==> src/rtl/smt_thread_sched.sv <==
// smt_thread_sched: per-cycle hardware-thread selector for the shared SMT
// frontend slot. Fine mode rotates round-robin over eligible threads; coarse
// mode stays on one thread until it stalls or its grant quantum expires.
// Also keeps a wrapping per-thread count of accepted grants.
module smt_thread_sched #(
    parameter int unsigned NUM_THREADS     = 2,
    parameter int unsigned NUM_THREADS_LOG = $clog2(NUM_THREADS),
    parameter int unsigned QUANTUM_W       = 8,
    parameter int unsigned CNT_W           = 32
) (
    input  logic                         clk_i,
    input  logic                         rst_ni,
    input  logic                         mode_i,
    input  logic [QUANTUM_W-1:0]         quantum_i,
    input  logic [NUM_THREADS-1:0]       thread_en_i,
    input  logic [NUM_THREADS-1:0]       thread_stall_i,
    input  logic                         ready_i,
    output logic                         valid_o,
    output logic [NUM_THREADS_LOG-1:0]   tid_o,
    output logic [NUM_THREADS-1:0]       tid_onehot_o,
    output logic                         switch_o,
    input  logic                         clr_cnt_i,
    output logic [NUM_THREADS*CNT_W-1:0] grant_cnt_o
);

    logic [NUM_THREADS_LOG-1:0] r_tid;
    logic [QUANTUM_W-1:0]       r_qcnt;
    logic                       r_switch;
    logic [CNT_W-1:0]           r_cnt [NUM_THREADS];

    logic [NUM_THREADS-1:0]     w_elig;
    logic                       w_valid;
    logic                       w_hs;
    logic                       w_expire;
    logic                       w_found;
    logic [NUM_THREADS_LOG-1:0] w_idx;
    logic [NUM_THREADS_LOG-1:0] w_nxt;
    logic [NUM_THREADS_LOG-1:0] w_tid_d;
    logic [QUANTUM_W-1:0]       w_qcnt_d;

    assign w_elig   = thread_en_i & ~thread_stall_i;
    assign w_valid  = w_elig[r_tid];
    assign w_hs     = w_valid & ready_i;
    // A zero quantum disables forced switching; a quantum lowered below the
    // running count only matches again after the counter wraps.
    assign w_expire = (quantum_i != {QUANTUM_W{1'b0}}) &&
                      (r_qcnt == (quantum_i - QUANTUM_W'(1'b1)));

    assign valid_o  = w_valid;
    assign tid_o    = r_tid;
    assign switch_o = r_switch;

    // Rotating search for the next eligible thread after r_tid; r_tid itself is probed last.
    always_comb begin
        w_nxt   = r_tid;
        w_idx   = r_tid;
        w_found = 1'b0;
        for (int k = 1; k <= int'(NUM_THREADS); k++) begin
            w_idx = NUM_THREADS_LOG'((int'(r_tid) + k) % int'(NUM_THREADS));
            if (!w_found && w_elig[w_idx]) begin
                w_nxt   = w_idx;
                w_found = 1'b1;
            end else begin
                w_found = w_found;
            end
        end
    end

    // Next-state selection for the thread ID and the coarse-mode quantum counter.
    always_comb begin
        w_tid_d  = r_tid;
        w_qcnt_d = r_qcnt;
        if (!mode_i) begin
            // Fine mode keeps the quantum counter at zero, which also clears
            // it on the edge where coarse mode is left.
            w_qcnt_d = {QUANTUM_W{1'b0}};
            if (w_hs || !w_valid) begin
                w_tid_d = w_nxt;
            end else begin
                w_tid_d = r_tid;
            end
        end else begin
            if (!w_valid) begin
                w_tid_d  = w_nxt;
                w_qcnt_d = {QUANTUM_W{1'b0}};
            end else if (w_hs && w_expire) begin
                // When the current thread is the only eligible one, w_nxt
                // equals r_tid, so only the counter restarts.
                w_tid_d  = w_nxt;
                w_qcnt_d = {QUANTUM_W{1'b0}};
            end else if (w_hs) begin
                w_qcnt_d = r_qcnt + QUANTUM_W'(1'b1);
            end else begin
                w_qcnt_d = r_qcnt;
            end
        end
    end

    // Selector state and the one-cycle switch indication.
    always_ff @(posedge clk_i or negedge rst_ni) begin
        if (!rst_ni) begin
            r_tid    <= {NUM_THREADS_LOG{1'b0}};
            r_qcnt   <= {QUANTUM_W{1'b0}};
            r_switch <= 1'b0;
        end else begin
            r_tid    <= w_tid_d;
            r_qcnt   <= w_qcnt_d;
            r_switch <= (w_tid_d != r_tid);
        end
    end

    // Per-thread grant counters; clear wins over the increment.
    always_ff @(posedge clk_i or negedge rst_ni) begin
        if (!rst_ni) begin
            for (int i = 0; i < int'(NUM_THREADS); i++) begin
                r_cnt[i] <= {CNT_W{1'b0}};
            end
        end else if (clr_cnt_i) begin
            for (int i = 0; i < int'(NUM_THREADS); i++) begin
                r_cnt[i] <= {CNT_W{1'b0}};
            end
        end else if (w_hs) begin
            r_cnt[r_tid] <= r_cnt[r_tid] + CNT_W'(1'b1);
        end
    end

    // One-hot form of the selected thread ID.
    always_comb begin
        tid_onehot_o        = {NUM_THREADS{1'b0}};
        tid_onehot_o[r_tid] = 1'b1;
    end

    for (genvar g = 0; g < int'(NUM_THREADS); g++) begin : g_cnt_out
        assign grant_cnt_o[g*CNT_W +: CNT_W] = r_cnt[g];
    end

endmodule

==> config.mk <==
export PLATFORM = sky130hd
export DESIGN_NAME = smt_thread_sched
export DESIGN_NICKNAME = d
export VERILOG_FILES = /design/src/rtl/smt_thread_sched.sv
export SDC_FILE = /design/constraint.sdc
export NUM_CORES = 1
export LEC_CHECK = 0
export CAP_MARGIN = 20
export CORE_UTILIZATION = 35
export DETAILED_ROUTE_END_ITERATION = 8
export PLACE_DENSITY_LB_ADDON = 0.12
export SLEW_MARGIN = 0
export SYNTH_ARGS = -nofsm -noshare
export SYNTH_HDL_FRONTEND = slang
export SYNTH_SLANG_ARGS = --single-unit
==> constraint.sdc <==
create_clock -name clk_i -period 2.93 [get_ports clk_i]
set_input_delay 0.586 -clock clk_i [delete_from_list [all_inputs] [get_ports clk_i]]
set_output_delay 0.586 -clock clk_i [all_outputs]
set_load 0.05 [all_outputs]
# After elaboration in Yosys (flattened, before gate mapping)
# Index checks and enable logic that the tools add are counted.
# word_totals
ramBits	0
out_inout_bits	69
ff_bits	74
in_bits	17
n_memories	0
rom_bits	0
latchBits	0
# op_classes
n_mul	0
reduce_logical	10
n_mux	27
shifts	0
n_lt_le_gt_ge	6
add_sub_neg	5
n_div	0
bitwise	4
eq_ne	3
# ops
cell	n
$mux 32	4
$mux 64	2
$bwmux 64	1
$add 32x1->32 const B	1
$demux 32 s1	1
$mux 8	4
$mux 1	14
$add 8x1->8 const B	1
$eq 8x8->1	1
$reduce_bool 8->1	1
$sub 8x1->8 const B	1
$lt 1x2->1 const B	3
$logic_and 1x1->1	5
$ne 4x2->1 const B	1
$add 1x1->1 const B	2
$and 2x2->2	1
$ge 2x2->1 const B	1
$logic_not 1->1	2
$lt 2x1->1 const B	1
$not 1->2	1
$not 2->2	1
$reduce_bool 2->1	1
$and 1x1->1	1
$demux 1 s1	1
3 further kinds	3

# Longest topological paths before layout
# Gate-level depths: netlist of run 1.
# logic_depth
word_depth	12
depth_mapped	14
mapped_depth_nobuf	9

# Least setup slack after synthesis of run 1
# OpenSTA, ideal clock, no wires.
# synth_path
kind	reg-to-reg
startpoint	reg r_tid (netlist: tid_o)
endpoint	reg r_qcnt[3]
t_arrival_ns	3.321
slack_ns	-0.517
stages_incl_launch_ff	8
n_path_buf	2
period_less_slack_ns	3.447
setup_time_ns	0.126
path_cell_list	dfrtp_1 buf_4 o21ai_0 nand4_1 a2111oi_2 buf_6 nor2_4 a221o_1
# synth_between
elab_chain_cells	7
elab_cells_between_ends	8
cone_classes	eq/ne (1); mux (5); bitwise (1); reduce/logical (1)
# synth_lines
item	line	rtl
start: declaration	26	logic [NUM_THREADS_LOG-1:0] r_tid;
start signal: assignment	102	r_tid <= {NUM_THREADS_LOG{1'b0}};
start signal: assignment	106	r_tid <= w_tid_d;
$mux 1 (not written as such) * (2 in a row)	42	assign w_valid = w_elig[r_tid];
net valid_o	18	output logic valid_o,
$and 1x1->1	43	assign w_hs = w_valid & ready_i;
$logic_and 1x1->1	86	end else if (w_hs && w_expire) begin
$mux 8	86	
$mux 8	83	if (!w_valid) begin
$mux 8	73	if (!mode_i) begin
end signal: assignment	103	r_qcnt <= {QUANTUM_W{1'b0}};
end signal: assignment	107	r_qcnt <= w_qcnt_d;
end: declaration	27	logic [QUANTUM_W-1:0] r_qcnt;
# Mark *: on every way through the listed nets, which the timed path passes. The rest lies on a longest branch. The select of a mux whose other input is x is not followed.
# A chain may end at the register's enable or synchronous reset.

# Worst setup path in the final report of run 1
# layout_path
startpoint	reg r_tid (netlist: tid_o)
endpoint	out tid_o
# layout_lines
item	line	rtl
end: declaration	19	output logic [NUM_THREADS_LOG-1:0] tid_o,
# No word-level cell between the ends.

==> results.sh, run 1 <==
export IMPL_outcome="complete, no violations"
export IMPL_synthDistinctLibCells=54
export IMPL_first_iter_violations=163
export IMPL_irDropWorstVdd_mv=0.226
export IMPL_synthCells=487
export IMPL_drt_first_pass_iters=4
export IMPL_register_area_um2=1850
export IMPL_coreArea_um2=12100
export IMPL_crit_type="reg -> out"
export IMPL_cp_endpoint="tid_o"
export IMPL_rr_endpoint="grant_cnt_o[60]"
export IMPL_grt_pass1_wl_mm=20.0
export IMPL_power_leakage_nw=2.30
export IMPL_powerDensity_nw_per_um2=427
export IMPL_report_final_slew_viol_count=0
export IMPL_critPathCaptureType="output pin"
export IMPL_portBuffers=85
export IMPL_hold_buffers=0
export IMPL_first_global_vias=3870
export IMPL_crit_path_max_incr_delay_ns=0.83
export IMPL_clock_sinks=74
export IMPL_cap_violations=0
export IMPL_wl_per_cell_um=15.9
export IMPL_netlist_area_um2=4380
export IMPL_setup_viol=0
export IMPL_crit_arrival_ns=2.14
export IMPL_setup_slack_ns=0.204
export IMPL_grt_usage=0.197
export IMPL_die_w_um=114
export IMPL_hpwl_mm=8.34
export IMPL_num_antenna_cells=0
export IMPL_cp_required_ns=2.34
export IMPL_drive_gt1_frac=0.121
export IMPL_vias=3906
export IMPL_critPathLaunchType="flop"
export IMPL_path_max_fanout=35
export IMPL_syn_to_final_growth_pct=34.2
export IMPL_cts_tree="yes"
export IMPL_path_buf_inv=2
export IMPL_avgSynthCellArea_um2=8.99
export IMPL_critPathLaunch="tid_o"
export IMPL_seqPwrFrac=0.420
export IMPL_regToRegStartpoint="tid_o"
export IMPL_critical_path_top_delay_family="buffers and inverters"
export IMPL_crit_chain="buf_12 -> clkdlybuf4s50_1"
export IMPL_synth_top_flop_cell="dfrtp_1"
export IMPL_synth_edf_count=0
export IMPL_row_count=40
export IMPL_ctsResizeCount=0
export IMPL_p_clk_frac=0.467
export IMPL_finalWeightedCongestion=0.823
export IMPL_fillers=1183
export IMPL_ys_warn_count=0
export IMPL_ant_nets=0
export IMPL_grt_overflow=0
export IMPL_seq_area_frac_synth=0.423
export IMPL_min_period_ns=2.73
export IMPL_switchingPower_mw=0.614
export IMPL_cts_buffers=9
export IMPL_worst_r2r_cell_count=10
export IMPL_ys_ff_latch=74
export IMPL_async_flop_share=1.00
export IMPL_final_nets=603
export IMPL_holdCritPathClass="in -> async"
export IMPL_combPwrFrac=0.113
export IMPL_tightest_slew_ns=0.731
export IMPL_die_y_um=114
export IMPL_htree_levels=3
export IMPL_multiInputGateArea_um2=2400
export IMPL_grt_setup_unrepaired="no"
export IMPL_post_route_util=0.485
export IMPL_slew_limit_headroom=0.513
export IMPL_p_sw_frac=0.245
export IMPL_syn_num_nets=508
export IMPL_hold_violations=0
export IMPL_reg2reg_setup_slack_ns=0.32
export IMPL_drc=0
export IMPL_io_pins=86
export IMPL_cp_slowest_cell="clkdlybuf4s50_1"
export IMPL_grt_max_degree=65
export IMPL_vias_per_cell=5.17
export IMPL_initial_core_util=0.362
export IMPL_place_ws_ns=-0.152
export IMPL_clk_path_buf_depth=2
export IMPL_dieArea_um2=13000
export IMPL_antenna_found_initial=0
export IMPL_internal_power_mw=1.89
export IMPL_drt_total_wl_mm=12.0
export IMPL_finalCritPeriodShare=0.930
export IMPL_clkLatencyLatePin_ns=0.33
export IMPL_cts_root_buf="clkbuf_16"
export IMPL_cts_setup_buffers=0
export IMPL_clk_pin_slew_ns=0.06
export IMPL_clock_skew_ns=0.00596
export IMPL_max_freq_mhz=367
export IMPL_cp_depth=2
export IMPL_power_mw=2.51
==> cell type report <==
class,instances,share of cell area
clock buffer,15,0.0490
clock inverter,1,0.00511
inverter,6,0.00383
multi-input combinational,380,0.409
sequential,74,0.315
tap,168,0.0358
timing repair buffer,111,0.182
==> sequential cells by signal, summed over array words and instances (netlist names) <==
signal and count:
grant_cnt_o 64, r_qcnt 8, switch_o 1, tid_o 1
==> power groups by stage <==
stage	clock, mW	combinational (mW)	sequential, mW
detailed placement	0	0.284	1.07
global route	1.24	0.305	1.06
CTS	1.19	0.285	1.05
global placement	0	0.281	1.07
floorplan	0	0.160	1.08
finish	1.17	0.283	1.05
==> cells in the final DEF (no fill, tap or decap), types with 2 or more instances in the layout <==
master and count:
dfrtp_1 73, a221oi_2 3, xnor2_1 32, nor4_1 2, clkdlybuf4s50_1 81, mux2_2 5
a211oi_2 2, a211oi_1 3, xor2_1 18, nor3_2 4, o211ai_1 2, and3_1 3
o21ai_0 18, nand2b_1 4, and2_1 6, nand3b_1 14, nor4b_1 4, nor2b_1 4
inv_1 6, clkbuf_8 4, ha_1 3, or3_1 14, nor2_1 43, nand4_1 8
mux2i_1 12, clkbuf_16 9, buf_4 26, nor3_1 22, buf_12 3, nor3b_1 4
a22o_2 2, nand2_1 58, a21oi_1 34, nand3_1 30, a211o_1 3, clkbuf_1 2
==> layer usage <==
metal  up-vias  track usage  part of all wire
li1       1907            -                 -
met1      1916        0.278              0.51
met2        74        0.308              0.44
met3         9       0.0420             0.038
met4         0       0.0494            0.0096
met5         -            0                 0
==> kinds of logic (layout without fill, tap and decap cells) <==
logic type	count (synthesis)	count (layout)	share of synthesized area
multiplexers	17	17	0.0403
XOR/XNOR	50	50	0.100
AO/OA/AOI/OAI	81	81	0.123
buffers and inverters	33	133	0.0351
AND/OR/NAND/NOR	228	228	0.267
flip-flops	74	74	0.423
adder cells (fa/ha/maj)	4	4	0.0114
==> worst min path at each step <==
stage                            to  cells after the start
finish              grant_cnt_o[45]                      1
global route        grant_cnt_o[45]                      1
CTS                 grant_cnt_o[45]                      1
detailed placement  grant_cnt_o[31]                      2
global placement    grant_cnt_o[45]                      2
floorplan            grant_cnt_o[0]                      0
==> per-stage QoR <==
step                hold slack [ns]  std cells  cell area, um2  TNS (ns)
CTS                           0.291        755            5880         0
detailed placement            0.537        739            5560    -0.317
finish                        0.259        755            5880         0
global route                  0.312        755            5880         0
floorplan                     0.290        487            4420   -0.0230
global placement              0.537        739            5560   -0.0247
==> synth_stat cells, drive strengths merged (5+ instances only) <==
library cell / count / share of area
a211oi: 5 / 0.011
a21oi: 34 / 0.039
and2: 6 / 0.0086
buf: 13 / 0.018
clkbuf: 14 / 0.012
dfrtp: 74 / 0.42
inv: 6 / 0.0051
mux2: 5 / 0.013
mux2i: 12 / 0.027
nand2: 58 / 0.050
nand3: 31 / 0.037
nand3b: 14 / 0.024
nand4: 9 / 0.014
nor2: 44 / 0.039
nor3: 26 / 0.030
nor3b: 5 / 0.0086
nor4b: 5 / 0.011
o21ai: 19 / 0.022
or3: 14 / 0.020
xnor2: 32 / 0.064
xor2: 18 / 0.036
No activity file was read; power rests on OpenSTA's default activity.
==> run 2, diff against run 1 <==
CORE_UTILIZATION = 58   (was 35)
DONT_BUFFER_PORTS = 1   (was not set)
==> run 2 against run 1 <==
Compared with the run above:
- global-route usage up 8.9 points
- utilization up 21 points
- flip-flop and latch count unchanged
- final area down 14%
- power down 19%
- first-iteration DRC count down 5.5%
- register-to-register slack better by 0.06 ns
- clock skew up 0.0071 ns
- die area down 39%
- sequential share of layout area up 5.1 points
- sequential power about the same
- largest power group is now sequential cells
==> results.sh, run 2 (same netlist as run 1, synthesis figures left out) <==
export IMPL_ant_nets=0
export IMPL_internal_power_mw=1.51
export IMPL_dieArea_um2=7900
export IMPL_clock_skew_ns=0.0131
export IMPL_seqPwrFrac=0.516
export IMPL_crit_type="reg -> reg"
export IMPL_die_y_um=88.9
export IMPL_portBuffers=0
export IMPL_grt_pass1_wl_mm=17.2
export IMPL_clk_pin_slew_ns=0.08
export IMPL_initial_core_util=0.601
export IMPL_grt_overflow=0
export IMPL_irDropWorstVdd_mv=0.375
export IMPL_power_leakage_nw=2.12
export IMPL_grt_setup_unrepaired="no"
export IMPL_largest_register_ffs=64
export IMPL_critPathLaunchType="flop"
export IMPL_grt_use_met3=0.0729
export IMPL_clock_sinks=74
export IMPL_finalCritPeriodShare=0.871
export IMPL_cp_required_ns=3.17
export IMPL_register_area_um2=1850
export IMPL_cts_buffers=9
export IMPL_antenna_found_initial=0
export IMPL_hpwl_mm=7.43
export IMPL_report_final_slew_viol_count=0
export IMPL_grt_usage=0.286
export IMPL_final_cell_mix="dfrtp_1, buf_4, nand2_1"
export IMPL_multiInputGateArea_um2=2400
export IMPL_final_nets=553
export IMPL_grt_max_degree=75
export IMPL_drc=0
export IMPL_p_clk_frac=0.380
export IMPL_hold_violations=0
export IMPL_drt_first_pass_iters=4
export IMPL_clk_path_buf_depth=2
export IMPL_vias=3794
export IMPL_use_met2=0.472
export IMPL_first_global_vias=3665
export IMPL_fin_hold_ws_ns=0.121
export IMPL_fillers=616
export IMPL_cts_root_buf="clkbuf_8"
export IMPL_coreArea_um2=7290
export IMPL_max_freq_mhz=392
export IMPL_grt_busiest_layer="met2"
export IMPL_crit_chain="buf_4 -> nand3b_1 -> a22oi_1 -> nand4_2 -> nor3_1 -> xnor2_1 -> nor2_1"
export IMPL_setup_viol=0
export IMPL_switchingPower_mw=0.527
export IMPL_crit_path_max_incr_delay_ns=0.53
export IMPL_slew_limit_headroom=0.590
export IMPL_drive_gt1_frac=0.187
export IMPL_crit_arrival_ns=2.80
export IMPL_combPwrFrac=0.104
export IMPL_row_count=31
export IMPL_cp_slowest_cell="dfrtp_2"
export IMPL_tightest_slew_ns=0.615
export IMPL_path_max_fanout=16
export IMPL_outcome="complete, no violations"
export IMPL_power_mw=2.04
export IMPL_syn_to_final_growth_pct=15.5
export IMPL_wl_per_cell_um=16.9
export IMPL_die_w_um=88.9
export IMPL_powerDensity_nw_per_um2=403
export IMPL_drt_total_wl_mm=10.7
export IMPL_num_antenna_cells=0
export IMPL_finalWeightedCongestion=0.814
export IMPL_met1_usage=0.360
export IMPL_first_iter_violations=154
export IMPL_clkLatencyLatePin_ns=0.35
export IMPL_p_sw_frac=0.259
export IMPL_io_pins=86
export IMPL_cts_tree="yes"
export IMPL_vias_per_cell=5.97
export IMPL_cap_violations=0
export IMPL_critPathCaptureType="flop"
export IMPL_holdCritPathClass="in -> async"
export IMPL_final_common_cell="dfrtp_1"
export IMPL_htree_levels=3
export IMPL_min_period_ns=2.55
-- run 2: what timing repair did --
action / 4_1_cts / 5_1_grt
gates resized for setup: 0 / 0
hold buffers: 1 / 0
endpoints found under the hold margin: 74 / 0
buffers inserted: 0 / 0
setup endpoints to repair: 0 / 0
-- run 2: final cells by class --
cell class | instances | area share
Tap cell | 99 | 0.0245
Inverter | 6 | 0.00445
Sequential cell | 74 | 0.366
Timing Repair Buffer | 61 | 0.0945
Clock inverter | 3 | 0.00791
Multi-Input combinational cell | 380 | 0.474
Clock buffer | 12 | 0.0287
-- run 2: power groups by stage --
stage / Combinational (mW) / Clock (mW) / Sequential (mW)
after floorplan: 0.160 / 0 / 1.08
after global placement: 0.182 / 0 / 1.07
after CTS: 0.212 / 0.785 / 1.05
final: 0.212 / 0.773 / 1.05
after global routing: 0.227 / 0.828 / 1.05
after detailed placement: 0.187 / 0 / 1.07
-- run 2: worst paths after layout --
path	depth (start not counted)	slack [ns]	from	to
hold / removal	1	0.12	rst_ni	grant_cnt_o[7]
setup / recovery	7	0.38	tid_o	grant_cnt_o[58]
setup reg to reg	7	0.38	tid_o	grant_cnt_o[58]
max in group asynchronous	1	2.51	rst_ni	grant_cnt_o[53]
min in group clk_i	1	0.29	clr_cnt_i	grant_cnt_o[47]
hold reg to reg	1	0.59	r_qcnt[7]	r_qcnt[7]
-- run 2: through the flow --
step,TNS (ns),utilization,worst slack (ns),cells,cell area [um2]
6_report,0,0.694,0.377,635,5060
5_1_grt,0,0.694,0.132,635,5060
4_1_cts,0,0.694,0.413,635,5060
3_5_place_dp,0,0.665,0.334,619,4850
3_3_place_gp,0,0.665,0.442,619,4850
2_1_floorplan,-0.0230,-,-0.00587,487,4420
-- run 2: per-layer routing --
| metal | vias up | share of wire |
|---|---|---|
| li1 | 1801 | - |
| met1 | 1827 | 0.45 |
| met2 | 150 | 0.47 |
| met3 | 16 | 0.068 |
| met4 | 0 | 0.017 |
| met5 | - | 0 |
-- run 2: critical path, delay by kind of cell, from the launching register on --
kind	cells	cell delay, ns
and+or+nand+nor	4	1.09
DFF	1	0.53
AOI/OAI and AO/OA	1	0.43
buffers and inverters	1	0.23
xor gates and xnor gates	1	0.15
==> run 3, diff against run 2 <==
ABC_CLOCK_PERIOD_IN_PS = 2930   (was not set)
==> results of run 3 <==
The final DEF is identical to that of run 2; final timing and power are the same.
